**src/rtl/wb_pkg.sv**
```systemverilog
// Shared types and sizes for the writeback path between the execute/memory
// stages and the register file.
package wb_pkg;

  localparam int XLEN     = 32;
  localparam int NUM_REGS = 32;
  localparam int REG_AW   = 5;

  typedef enum logic {
    WB_SRC_ALU = 1'b0,
    WB_SRC_LSU = 1'b1
  } wb_src_e;

  typedef struct packed {
    logic [REG_AW-1:0] rd;
    logic [XLEN-1:0]   data;
  } wb_req_t;

  // One-hot mask for a destination; x0 maps to an empty mask since it is never tracked.
  function automatic logic [NUM_REGS-1:0] regMask(input logic [REG_AW-1:0] rd);
    logic [NUM_REGS-1:0] mask;
    mask = '0;
    if (rd != '0) begin
      mask = {{(NUM_REGS-1){1'b0}}, 1'b1} << rd;
    end
    return mask;
  endfunction

endpackage

```
**src/rtl/rr_arbiter2.sv**
```systemverilog
// Two-way round-robin arbiter: a lone requester always wins, and a tie goes to
// whichever side was not granted most recently.
module rr_arbiter2
  import wb_pkg::*;
(
  input  logic       clk,
  input  logic       reset,
  input  logic [1:0] req,
  input  logic       fire,
  output logic [1:0] gnt
);

  wb_src_e r_lastGrant;

  always_comb begin
    gnt = 2'b00;
    case (req)
      2'b01:   gnt = 2'b01;
      2'b10:   gnt = 2'b10;
      2'b11:   gnt = (r_lastGrant == WB_SRC_LSU) ? 2'b01 : 2'b10;
      default: gnt = 2'b00;
    endcase
  end

  // Starting from LSU hands the very first tie to the ALU.
  always_ff @(posedge clk or negedge reset) begin
    if (!reset) begin
      r_lastGrant <= WB_SRC_LSU;
    end else if (fire) begin
      r_lastGrant <= gnt[1] ? WB_SRC_LSU : WB_SRC_ALU;
    end
  end

endmodule

```
**src/rtl/regfile_writeback.sv**
```systemverilog
// Writeback controller: arbitrates ALU/LSU results onto a registered register
// file write port and tracks outstanding destinations for decode.
module regfile_writeback
  import wb_pkg::*;
(
  input  logic                clk,
  input  logic                reset,
  input  logic                issue_valid,
  input  logic [REG_AW-1:0]   issue_rd,
  output logic                issue_ready,
  input  logic                alu_valid,
  input  logic [REG_AW-1:0]   alu_rd,
  input  logic [XLEN-1:0]     alu_data,
  output logic                alu_ready,
  input  logic                lsu_valid,
  input  logic [REG_AW-1:0]   lsu_rd,
  input  logic [XLEN-1:0]     lsu_data,
  output logic                lsu_ready,
  output logic                rf_wen,
  output logic [REG_AW-1:0]   rf_waddr,
  output logic [XLEN-1:0]     rf_wdata,
  output logic [NUM_REGS-1:0] busy,
  output logic                wb_err
);

  logic [1:0]          w_gnt;
  logic                w_fire;
  wb_req_t             w_aluReq;
  wb_req_t             w_lsuReq;
  wb_req_t             w_winReq;
  logic                w_commitHit;
  logic                w_issueFire;
  logic [NUM_REGS-1:0] w_setMask;
  logic [NUM_REGS-1:0] w_clrMask;
  logic [NUM_REGS-1:0] w_winMask;
  logic [NUM_REGS-1:0] w_busyNext;
  logic                w_winTracked;
  logic                w_errEvent;

  logic                r_wen;
  logic [REG_AW-1:0]   r_waddr;
  logic [XLEN-1:0]     r_wdata;
  logic [NUM_REGS-1:0] r_busy;
  logic                r_err;

  rr_arbiter2 u_arb (
    .clk   (clk),
    .reset (reset),
    .req   ({lsu_valid, alu_valid}),
    .fire  (w_fire),
    .gnt   (w_gnt)
  );

  assign w_fire    = |w_gnt;
  assign alu_ready = w_gnt[0];
  assign lsu_ready = w_gnt[1];

  assign w_aluReq = '{rd: alu_rd, data: alu_data};
  assign w_lsuReq = '{rd: lsu_rd, data: lsu_data};
  assign w_winReq = w_gnt[1] ? w_lsuReq : w_aluReq;

  // A register whose commit sits on the write port right now is free after this edge.
  assign w_commitHit = r_wen && (r_waddr == issue_rd);
  assign issue_ready = (issue_rd == '0) || !r_busy[issue_rd] || w_commitHit;
  assign w_issueFire = issue_valid && issue_ready && (issue_rd != '0);

  assign w_setMask  = w_issueFire ? regMask(issue_rd) : '0;
  assign w_clrMask  = r_wen ? regMask(r_waddr) : '0;
  assign w_busyNext = (r_busy & ~w_clrMask) | w_setMask;

  // A result is legitimate if its destination is busy now or is being issued this cycle.
  assign w_winMask    = regMask(w_winReq.rd);
  assign w_winTracked = |(w_winMask & (r_busy | w_setMask));
  assign w_errEvent   = w_fire && (w_winReq.rd != '0) && !w_winTracked;

  always_ff @(posedge clk or negedge reset) begin
    if (!reset) begin
      r_wen   <= 1'b0;
      r_waddr <= '0;
      r_wdata <= '0;
    end else if (w_fire) begin
      r_wen   <= (w_winReq.rd != '0);
      r_waddr <= w_winReq.rd;
      r_wdata <= w_winReq.data;
    end else begin
      r_wen   <= 1'b0;
    end
  end

  always_ff @(posedge clk or negedge reset) begin
    if (!reset) begin
      r_busy <= '0;
      r_err  <= 1'b0;
    end else begin
      r_busy <= w_busyNext;
      if (w_errEvent) begin
        r_err <= 1'b1;
      end
    end
  end

  assign rf_wen   = r_wen;
  assign rf_waddr = r_waddr;
  assign rf_wdata = r_wdata;
  assign busy     = r_busy;
  assign wb_err   = r_err;

endmodule

```
**config.mk**
```make
export PLATFORM = sky130hd
export DESIGN_NAME = regfile_writeback
export DESIGN_NICKNAME = d
export VERILOG_FILES = /design/src/rtl/wb_pkg.sv /design/src/rtl/rr_arbiter2.sv /design/src/rtl/regfile_writeback.sv
export SDC_FILE = /design/constraint.sdc
export NUM_CORES = 1
export LEC_CHECK = 0
export ABC_CLOCK_PERIOD_IN_PS = 6600
export CORE_UTILIZATION = 50
export CTS_CLUSTER_DIAMETER = 50
export DETAILED_ROUTE_END_ITERATION = 10
export PLACE_DENSITY = 0.89
export SYNTH_ARGS = -nofsm -noshare
export SYNTH_HDL_FRONTEND = slang
export SYNTH_SLANG_ARGS = --single-unit
```
**constraint.sdc**
```tcl
create_clock -name clk -period 6.6 [get_ports clk]
set_input_delay 0.66 -clock clk [delete_from_list [all_inputs] [get_ports clk]]
set_output_delay 0.66 -clock clk [all_outputs]
set_load 0.01 [all_outputs]
```
==> impl_results.md <==
* Antenna Violating Nets Remaining at 0
* Worst Hold End: busy[0]$_DFF_PN0_
* Initial Utilization at 51.3%
* Critical Path Source Type: primary input
* Drt pass-1 iters at 5
* Leak pwr at 0.00250 uW
* Register area share after synthesis at 38.4%
* RSZ-0062 raised after global routing: false
* Setup_tns at 0 ps
* Fmax achieved at 0.240 GHz
* Clk slew on worst S/H paths at 80 ps
* Status: finished clean
* Seq pwr share at 40.1%
* R2r endpoint: wb_err$_DFFE_PN0P_
* Post-synth ARST share at 100%
* # IOs at 158
* Logic pwr share at 40.1%
* Share of cells above drive strength 1 at 13.4%
* # resized after CTS at 0
* Largest net degree at the start of global routing at 73
* Max-slew headroom at 19.9%
* Sw Ratio at 36.9%
* Total GRT Usage at 34.6%
* Final nets at 736
* CP endpoint kind: flop
* Grt total ovfl at 0
* Final min period at 4170 ps
* Final std cells w/o fill at 768
* Core area at 9150 sq um
* Vias in the first global route at 4,952
* Reg2Reg Depth at 8
* Slowest stage delay, CP at 770 ps
* Placer Congestion at 1.07
* Post-synth design cell area at 4700 sq um
* Worst min path class: reg2reg
* DRC Markers at 0
* Peak supply drop at 0.241 mV
* MaxCap Viol Count at 0
* Pwr dens at 285 nW/um^2
* Dpl cells at 752
* Crit-path leading delay family: buffers and inverters
* H-tree depth at 3
* Via count of the routed design at 4,976
* Reg2reg setup slack at 3150 ps
* Avg Cell Area, Syn at 9.05 sq um
* Tcrit/Tclk final at 63.2%
* First-pass GRT wire length at 26.1 mm
* EDFF count, synth at 0
* Worst EP arrival at 4410 ps
* Hold buffer count at cts at 0
* Initial DRC count at 405
* Setup CP Type: in2reg
* Initial antenna violation count at 0
* Total Wirelength at 16.5 mm
* Die W at 98.9 microns
* P_int at 1160 uW
* Synth Flop Type: dfrtp_1
* Setup-failing EPs final at 0
* Final Hold Vio Count at 0
* Reg2Reg Launch Point: u_arb.r_lastGrant$_DFFE_PN1P_
* Hold depth at 0
* CP most frequent cell: buf_4
* PnR worst setup slack at 2430 ps
* Post-detailed-placement half-perimeter wirelength at 12.0 mm
* Area Growth Syn to Fin at 38.1%
* Slowest cell on the critical path: a21bo_2
* Antenna diodes at 0
* Via density at 6.48
* Synth cell types at 54
* Sink Count at 72
* Setup Slack @ Placement at 2180 ps
* Clock skew at 5.34 ps
* CTS Root Cell: clkbuf_8
* Chip height at 98.9 microns
* Worst hold path startpoint: busy[0]$_DFF_PN0_
* Worst Tran Pin Value at 1200 ps
* Synthesized instance count at 519
* TritonCTS clock tree: built
* Row count at 35
* Buf+Inv Stages, Crit Path at 3
* Setup Fix Bufs, Post-CTS at 0
* Clock power frac at 19.7%
* Max-slew violations at 0
* IO buf count at 157
* WP data required at 6850 ps
* TritonCTS Buffers at 9
* Clk_lat worst skew at 350 ps
* CTS Buffer Depth at 2
* Syn nets at 603
* Sw Pwr at 681 uW
* DR WL/cell at 21.4 microns
* Number of synthesis warnings at 0
* CP max FO at 38
* Cells along the critical path: clkdlybuf4s50_1, buf_4, a21bo_2, buf_4, mux2i_1, nor2b_1, nand3b_1, a211o_1, and4_1, a41o_1
* FF+latch count, synth at 72
* Die ar. at 9790 sq um
-- per-stage QoR --
stage,power (uW),utilization (%),hold WS [ps],cell area (sq um)
5_1_grt,1930,70.9,445,6490
2_1_floorplan,1020,-,364,4700
3_3_place_gp,1450,68.6,397,6280
4_1_cts,1840,70.9,435,6490
3_5_place_dp,1470,68.6,417,6280
6_report,1850,70.9,431,6490
-- logic make-up (layout without fill, tap and decap cells) --
group	count (synthesis)	in the layout	synth area share [%]
compound gates	134	134	19.4
buf+inv	45	183	3.84
flops	72	72	38.4
mux	65	65	17.2
simple gates	196	196	19.9
xor+xnor	7	7	1.31
-- placed cells by master, fill, tap and decap left out, types with 2 or more instances in the layout --
cell,synthesis,final
a22oi_1,10,10
nor2b_1,7,7
a32o_1,2,2
or3b_2,3,3
o21ai_0,39,39
nand3b_1,8,8
or2_2,2,2
mux2_2,45,45
a211o_1,4,4
o211ai_1,5,5
nand2_1,39,39
nand4_1,4,4
mux4_2,8,8
nor3b_1,4,4
buf_4,0,6
xnor2_1,7,7
and4_1,2,2
a21boi_0,4,4
nor3_1,6,6
o2111ai_1,3,3
clkdlybuf4s50_1,0,156
nor2_1,81,81
mux2i_1,12,12
nand4b_1,2,2
or3_1,2,2
a22o_1,7,7
dfrtp_1,71,71
a21oi_1,5,5
nand3_1,17,17
a41o_1,2,2
inv_1,3,3
and2_1,2,2
o31ai_1,5,5
clkinvlp_4,0,3
o22ai_1,35,35
nand2b_1,9,9
nor4_1,2,2
and3_1,5,5
o41ai_1,2,2
clkbuf_8,0,10
-- power groups by stage --
stage	combinational, uW	clock [uW]	sequential (uW)
finish	741	364	740
global route	793	386	747
CTS	737	371	727
detailed placement	731	0	735
global placement	716	0	737
floorplan	299	0	717
-- sequential cells by signal (all words and copies together), names as in the netlist --
| register | count |
|---|---|
| busy | 32 |
| rf_waddr | 5 |
| rf_wdata | 32 |
| rf_wen | 1 |
| u_arb.r_lastGrant | 1 |
| wb_err | 1 |
-- area by class of cell --
| class | instances | area (sq um) |
|---|---|---|
| clock inverter | 6 | 66.3 |
| multi-input combinational | 402 | 2710 |
| inverter | 4 | 15.0 |
| clock buffer | 10 | 138 |
| sequential | 72 | 1800 |
| fill | 693 | 2670 |
| timing repair buffer | 163 | 1610 |
| tap | 111 | 139 |
-- worst max-delay path by stage --
stage                start                  to  slack (ps)  depth (start not counted)
3_5_place_dp     alu_valid  wb_err$_DFFE_PN0P_        2180                         10
2_1_floorplan  issue_rd[0]  wb_err$_DFFE_PN0P_        3650                          8
5_1_grt          alu_valid  wb_err$_DFFE_PN0P_        2200                         10
3_3_place_gp     alu_valid  wb_err$_DFFE_PN0P_        2270                         10
4_1_cts          alu_valid  wb_err$_DFFE_PN0P_        2560                         10
6_report         alu_valid  wb_err$_DFFE_PN0P_        2430                         10
-- routing by layer --
metal	share of wire, %	track usage, %
met1	39	44.3
met2	47	54.9
met4	4.3	18.0
met3	9.8	8.09
met5	0	0
-- cells in the mapped netlist (all sizes together), types with 8 or more instances --
cell / count / area, sq um
nor2: 81 / 304
dfrtp: 71 / 1780
mux2: 45 / 507
o21ai: 40 / 211
nand2: 39 / 146
o22ai: 35 / 219
clkbuf: 31 / 116
nand3: 17 / 85.1
mux2i: 12 / 120
a22oi: 10 / 75.1
buf: 10 / 48.8
nand2b: 9 / 56.3
mux4: 8 / 180
nand3b: 8 / 60.1
(Power assumes the default switching activity.)
